$ cat config.mk
export PLATFORM = sky130hd
export DESIGN_NAME = debounce_multi
export DESIGN_NICKNAME = d
export VERILOG_FILES = /design/src/rtl/debounce_pkg.sv /design/src/rtl/debounce_channel.sv /design/src/rtl/debounce_multi.sv
export SDC_FILE = /design/constraint.sdc
export NUM_CORES = 1
export LEC_CHECK = 0
export ABC_AREA = 1
export BUFFER_PORTS_ARGS = -buffer_cell sky130_fd_sc_hd__buf_4
export CORE_MARGIN = 10
export CORE_UTILIZATION = 40
export DETAILED_ROUTE_END_ITERATION = 12
export PLACE_DENSITY = 0.6
export SYNTH_ARGS = -nofsm -noshare
export SYNTH_HDL_FRONTEND = slang
export SYNTH_SLANG_ARGS = --single-unit
export TNS_END_PERCENT = 1
$ cat constraint.sdc
create_clock -name Clk -period 0.9 [get_ports Clk]
set_input_delay 0 -clock Clk [delete_from_list [all_inputs] [get_ports Clk]]
set_output_delay 0 -clock Clk [all_outputs]
set_load 0.02 [all_outputs]
$ cat src/rtl/debounce_pkg.sv
// Shared definitions for the multi-channel debouncer: width helper and defaults.
package debounce_pkg;

    localparam int DB_STABLE_TICKS_DEFAULT = 4;
    localparam int DB_PRESCALE_DEFAULT     = 1;

    // Bits needed to hold 0..n-1, never less than one so counters always exist.
    function automatic int clog2_min1(input int n);
        int w;
        w = $clog2(n);
        return (w < 1) ? 1 : w;
    endfunction

endpackage

$ cat src/rtl/debounce_channel.sv
// One debounced input: 2-flop synchroniser, stability counter, level and edge pulses.
module debounce_channel
    import debounce_pkg::*;
#(
    parameter int STABLE_TICKS = DB_STABLE_TICKS_DEFAULT
) (
    input  logic Clk,
    input  logic Rst,
    input  logic tick,
    input  logic in_raw,
    output logic Out,
    output logic Rise,
    output logic Fall
);

    localparam int CW = clog2_min1(STABLE_TICKS);
    localparam logic [CW-1:0] CNT_LAST = CW'(STABLE_TICKS - 1);

    logic          s1;
    logic          s2;
    logic [CW-1:0] cnt;

    // Bring the asynchronous pin into the clock domain; only s2 feeds the logic.
    always_ff @(posedge Clk or posedge Rst) begin
        if (Rst) begin
            s1 <= 1'b0;
            s2 <= 1'b0;
        end else begin
            s1 <= in_raw;
            s2 <= s1;
        end
    end

    // Any sample matching Out restarts the window at clock resolution; a full window of differing ticks toggles Out.
    always_ff @(posedge Clk or posedge Rst) begin
        if (Rst) begin
            cnt  <= '0;
            Out  <= 1'b0;
            Rise <= 1'b0;
            Fall <= 1'b0;
        end else begin
            Rise <= 1'b0;
            Fall <= 1'b0;
            if (s2 == Out) begin
                cnt <= '0;
            end else if (tick) begin
                if (cnt == CNT_LAST) begin
                    Out  <= s2;
                    cnt  <= '0;
                    Rise <= s2;
                    Fall <= ~s2;
                end else begin
                    cnt <= cnt + 1'b1;
                end
            end
        end
    end

endmodule

$ cat src/rtl/debounce_multi.sv
// Debouncer for CHANNELS independent inputs sharing one sample-tick prescaler.
module debounce_multi
    import debounce_pkg::*;
#(
    parameter int CHANNELS     = 4,
    parameter int STABLE_TICKS = DB_STABLE_TICKS_DEFAULT,
    parameter int PRESCALE     = DB_PRESCALE_DEFAULT
) (
    input  logic                Clk,
    input  logic                Rst,
    input  logic [CHANNELS-1:0] In,
    output logic [CHANNELS-1:0] Out,
    output logic [CHANNELS-1:0] Rise,
    output logic [CHANNELS-1:0] Fall
);

    localparam int PW = clog2_min1(PRESCALE);
    localparam logic [PW-1:0] PS_LAST = PW'(PRESCALE - 1);

    logic [PW-1:0] pcnt;
    logic          tick;

    // With PRESCALE=1 the counter sits at 0 == PS_LAST, so tick is constantly high.
    assign tick = (pcnt == PS_LAST);

    // Free-running sample prescaler, wrapping after PRESCALE cycles.
    always_ff @(posedge Clk or posedge Rst) begin
        if (Rst) begin
            pcnt <= '0;
        end else if (pcnt == PS_LAST) begin
            pcnt <= '0;
        end else begin
            pcnt <= pcnt + 1'b1;
        end
    end

    for (genvar i = 0; i < CHANNELS; i++) begin : g_chan
        debounce_channel #(
            .STABLE_TICKS(STABLE_TICKS)
        ) u_chan (
            .Clk   (Clk),
            .Rst   (Rst),
            .tick  (tick),
            .in_raw(In[i]),
            .Out   (Out[i]),
            .Rise  (Rise[i]),
            .Fall  (Fall[i])
        );
    end

endmodule

# Yosys cells after proc, flatten, opt, wreduce, memory -nomap -nowiden
# Cells that the tools add are included.
[word_totals]
output_inout_bits = 12
ff_bits = 29
in_bits = 6
wordCells = 92
[classes]
n_reduce_logical = 4
n_addsub = 5
eq_ne = 12
n_bitwise = 9
muxes = 37
[ops]
columns = ["op", "n"]
rows = [
  ["two-way mux 1 bit", 25],
  ["two-way mux 2 bit", 12],
  ["AND reduction 3 bit", 4],
  ["inverter 1 bit", 9],
  ["adder 2 x 1 -> 2 bit (second input constant)", 4],
  ["equality test 2 bit (second input constant)", 4],
  ["inequality test 2 x 1 -> 1 bit (second input constant)", 4],
  ["equality test 1 bit", 4],
  ["adder 1 bit (second input constant)", 1],
]

# Depth between registers and ports, before layout
[logic_depth]
ltp_word = 4
ltp_mapped = 4
mapped_depth_nobuf = 4

# Modules after synthesis
# A second synthesis with hierarchy kept.
[unflattened]
cells_unflattened = 109
area_unflattened_um2 = 1129.8
[modules_own_cells]
columns = ["mod", "instances", "area_each_um2", "cells_per_inst", "seq_area_each_um2"]
rows = [
  ["debounce_channel", 4, 281.5, 27, 175.2],
  ["debounce_multi", 1, 3.8, 1, 0.0],
]

# Worst setup path before layout
# Ideal clock, no wire load.
[synth_timing]
path_kind = "register -> register"
start = "register g_chan[1].u_chan.cnt[0]"
end = "register g_chan[1].u_chan.cnt[0]"
arrival_ns = 0.785
n_path_buf = 0
setup_time_ns = 0.077
path_stages_with_launch = 5
synth_period_minus_slack_ns = 0.862
t_required_ns = 0.823
setup_slack_ns = 0.038
cell_sequence = "dfrtp_1 ha_1 inv_1 nand2_1 a21oi_1"
[synth_via]
elab_chain_cells = 4
elab_cells_between_ends = 5
cone_classes = "add/sub (1); eq/ne (1); mux (3)"
[synth_lines]
columns = ["item", "line", "text"]
rows = [
  ["from (decl)", "debounce_channel.sv:21", "logic [CW-1:0] cnt;"],
  ["from (signal assigned)", "debounce_channel.sv:53", "cnt <= cnt + 1'b1;"],
  ["adder 2 x 1 -> 2 bit / equality test 2 bit (equally long branches)", "debounce_channel.sv:53, debounce_channel.sv:47", ""],
  ["two-way mux 2 bit (*)", "debounce_channel.sv:47", "if (cnt == CNT_LAST) begin"],
  ["two-way mux 2 bit (*)", "debounce_channel.sv:46", "end else if (tick) begin"],
  ["two-way mux 2 bit (*)", "debounce_channel.sv:44", "if (s2 == Out) begin"],
]
# Mark *: on every way between the ends. The rest lies on a longest branch, timed or not. The select of a mux whose other input is x is not followed.
# A chain may end at the register's enable or synchronous reset.

# Final worst setup path
[layout_timing]
start = "register g_chan[2].u_chan.cnt[0]"
end = "register g_chan[2].u_chan.cnt[1]"
[layout_via]
elab_chain_cells = 4
elab_cells_between_ends = 5
cone_classes = "add/sub (1); eq/ne (1); mux (3)"
[layout_lines]
columns = ["item", "line"]
rows = [
  ["from (decl)", "debounce_channel.sv:21"],
  ["from (signal assigned)", "debounce_channel.sv:53"],
  ["adder 2 x 1 -> 2 bit / equality test 2 bit (equally long branches)", "debounce_channel.sv:53, debounce_channel.sv:47"],
  ["two-way mux 2 bit (*)", "debounce_channel.sv:47"],
  ["two-way mux 2 bit (*)", "debounce_channel.sv:46"],
  ["two-way mux 2 bit (*)", "debounce_channel.sv:44"],
]
# Marks and branches as above.

==> flow_metrics.tcl <==
set metrics [dict create \
    p_comb_share_pct 37.0 \
    pre_cts_slack_ns -0.04671 \
    critPathTopFamily "flip-flops" \
    dp_hpwl_mm 1.089 \
    ant_nets 0 \
    cp.arrival_ns 1.15 \
    syn_inst 101 \
    diodes 0 \
    dieArea_um2 5178 \
    cts_root_buf "clkbuf_4" \
    synth.top_cell.area_share_pct 64.89 \
    drt-initial-drc-count 13 \
    synth.most_common_cell "dfrtp_1" \
    grt_pass1_wl_mm 2.815 \
    rsz0062_at_grt "true" \
    ios 18 \
    syn_avg_cell_area_um2 10.69 \
    fin_setup_tns_ns -0.001711 \
    cpMaxStageDelayCell "dfrtp_1" \
    crit_path_end_kind "flop" \
    core_area_um2 2522 \
    antenna_found_initial 0 \
    setup_ws_ns -0.001711 \
    initial_core_util_pct 42.81 \
    syn_nets 111 \
    wl_per_cell_um 11.64 \
    sw_frac_of_total_pct 34.81 \
    dr.pass1.iters 3 \
    num_rows 18 \
    vdd_drop_max_v 0.001301 \
    num_vias 635 \
    placedInstanceArea_um2 1162 \
    ys_warn_count 0 \
    drcViolationCount 0 \
    numPortBuffers 17 \
    critical_path_class "reg -> reg" \
    synth_edf_count 0 \
    ys_seq_elements 28 \
    hold_path_class "in -> async" \
    fp.dieW_um 71.96 \
    fin_crit_sh_pct 100.2 \
    crit_chain "ha_4 -> inv_2 -> a21oi_2" \
    finalNetCount 128 \
    post-route-min-period_ns 0.9017 \
    netlist-cell-type-count 9 \
    p_leak_uw 0.0006676 \
    grt-ovfl-total 0 \
    maxCapViolCount 0 \
    drive_above_1_share_pct 42.24 \
    synth_common_cells "dfrtp_1, inv_1, buf_4, nand2_1" \
    cp.required_ns 1.15 \
    slew-limit-headroom_pct 77.49 \
    areaGrowthSynthToFinish_pct 24.80 \
    viasPerCell 4.349 \
    setup_viol 1 \
    seq_area_frac_synth_pct 64.89 \
    path_clk_slew_ns 0.13 \
    internal_power_uw 2272 \
    met1Wirelength_um 713 \
    cts_buffers 3 \
    crit_buf_inv 1 \
    syn_area_um2 1080 \
    drt-total-wl_mm 1.700 \
    cts_tree "built" \
    worstPathMaxFanout 2 \
    worst_slew_pin_slew_ns 0.3376 \
    grt_use_total_pct 6.777 \
    clock-sinks 28 \
    gp_congestion 0.7423 \
    hold_slack_ns 0.2849 \
    wl_met2_um 856 \
    status "finished, violations left" \
    grt_pass1_vias 640 \
    synth_area_leader_cell "dfrtp_1" \
    crit_path_start_kind "flop" \
    die_y_um 71.96 \
    grt_max_degree 29 \
    violations "negative setup slack" \
    wl_met3_um 94 \
    ys_top_cells_by_area "dfrtp_1, buf_4, inv_1" \
    max_stage_delay_ns 0.44 \
    timing.fmax_mhz 1109 \
    fill_cells 224 \
    p_switching_uw 1213 \
    p_seq_share_pct 49.7 \
    clock_path_buffers 2 \
    top_layer_used "met4" \
    finalHoldViolations 0 \
    pwr-share-clk_pct 13.4 \
    p_per_area_nw_per_um2 2587 \
    finalClockSkew_ns 0.006355 \
    insertion_delay_ns 0.31 \
    async_reset_ff_share_pct 100.0 \
    ys.flop_type "dfrtp_1" \
    cts_htree_levels 1 \
    final_cell_area_um2 1348 \
    drv_slew 0 \
]
## through the flow
step / instances / utilization, % / total power, µW
floorplan: 101 / - / 2389
global placement: 137 / 46.08 / 2522
detailed placement: 137 / 46.08 / 2568
CTS: 146 / 52.43 / 3335
global route: 146 / 53.42 / 3750
finish: 146 / 53.42 / 3485
## metal layers
layer / track usage (%) / up-vias
met5: 0 / -
met4: 3.871 / 0
met3: 2.313 / 4
met2: 10.78 / 13
met1: 7.761 / 296
li1: - / 322
## placed cells by master (no fill, tap or decap)
cell type | synthesis | routed
nor2_1 | 8 | 8
inv_1 | 21 | 13
dlygate4sd3_1 | 0 | 5
inv_2 | 0 | 7
buf_4 | 12 | 15
nand2_2 | 4 | 7
o21ai_1 | 0 | 1
inv_4 | 0 | 1
buf_6 | 0 | 4
a21oi_2 | 0 | 8
ha_4 | 0 | 4
clkbuf_4 | 0 | 3
nand2_1 | 12 | 9
dfrtp_1 | 28 | 28
o21ai_0 | 4 | 3
## state kept, by name (all words and copies together) (netlist names)
register and cells:
g_chan.u_chan.s1 4, g_chan.u_chan.cnt 8, g_chan.u_chan.Out 4, g_chan.u_chan.Rise 4, g_chan.u_chan.s2 4, g_chan.u_chan.Fall 4
## worst reg2reg max path: stages, from the launching register on
cell	delay, ns
dfrtp_1	0.44
ha_4	0.29
inv_2	0.03
a21oi_2	0.09
## path summary, 6_finish.rpt
| check | depth (start not counted) | slack [ns] | startpoint | to |
|---|---|---|---|---|
| max | 3 | -0.002 | g_chan[2].u_chan.cnt[0] | g_chan[2].u_chan.cnt[1] |
| min | 4 | 0.28 | Rst | g_chan[3].u_chan.s2 |
| max reg2reg | 3 | -0.002 | g_chan[2].u_chan.cnt[0] | g_chan[2].u_chan.cnt[1] |
| min reg2reg | 0 | 0.36 | g_chan[1].u_chan.s1 | g_chan[1].u_chan.s2 |
| max in group asynchronous | 4 | 0.36 | Rst | g_chan[1].u_chan.s2 |
| min in group Clk | 2 | 0.33 | In[3] | g_chan[3].u_chan.s1 |
## cell families (layout without fill, tap and decap cells)
| logic type | Yosys count | after routing | synth area share, % |
|---|---|---|---|
| buffers and inverters | 33 | 48 | 15.64 |
| and+or+nand+nor | 24 | 24 | 9.269 |
| adders and majority gates | 4 | 4 | 4.635 |
| DFF | 28 | 28 | 64.89 |
| AOI/OAI and AO/OA | 12 | 12 | 5.562 |
## repair_timing
item	4_1_cts	5_1_grt
hold buffers	5	0
pin swaps	1	4
hold endpoints to repair	32	0
endpoints found under the setup margin	12	13
setup buffers	1	0
gates resized for setup	20	13
## cell type report
cell class,count,area (µm²),area share (%)
flip-flops and latches,28,700.7,52.00
inverters,21,81.33,6.035
multi-input cells,40,297.8,22.10
repair buffers,24,207.7,15.41
well taps,30,37.54,2.786
clock buffers,3,22.52,1.671
## power groups by stage
stage                     Clock [µW]  Combinational, µW  Sequential (µW)
final                            465               1290             1730
after global routing             546               1430             1780
after CTS                        498               1110             1720
after detailed placement           0                889             1680
after global placement             0                859             1660
after floorplan                    0                752             1640
No activity file was read; power rests on OpenSTA's default activity.
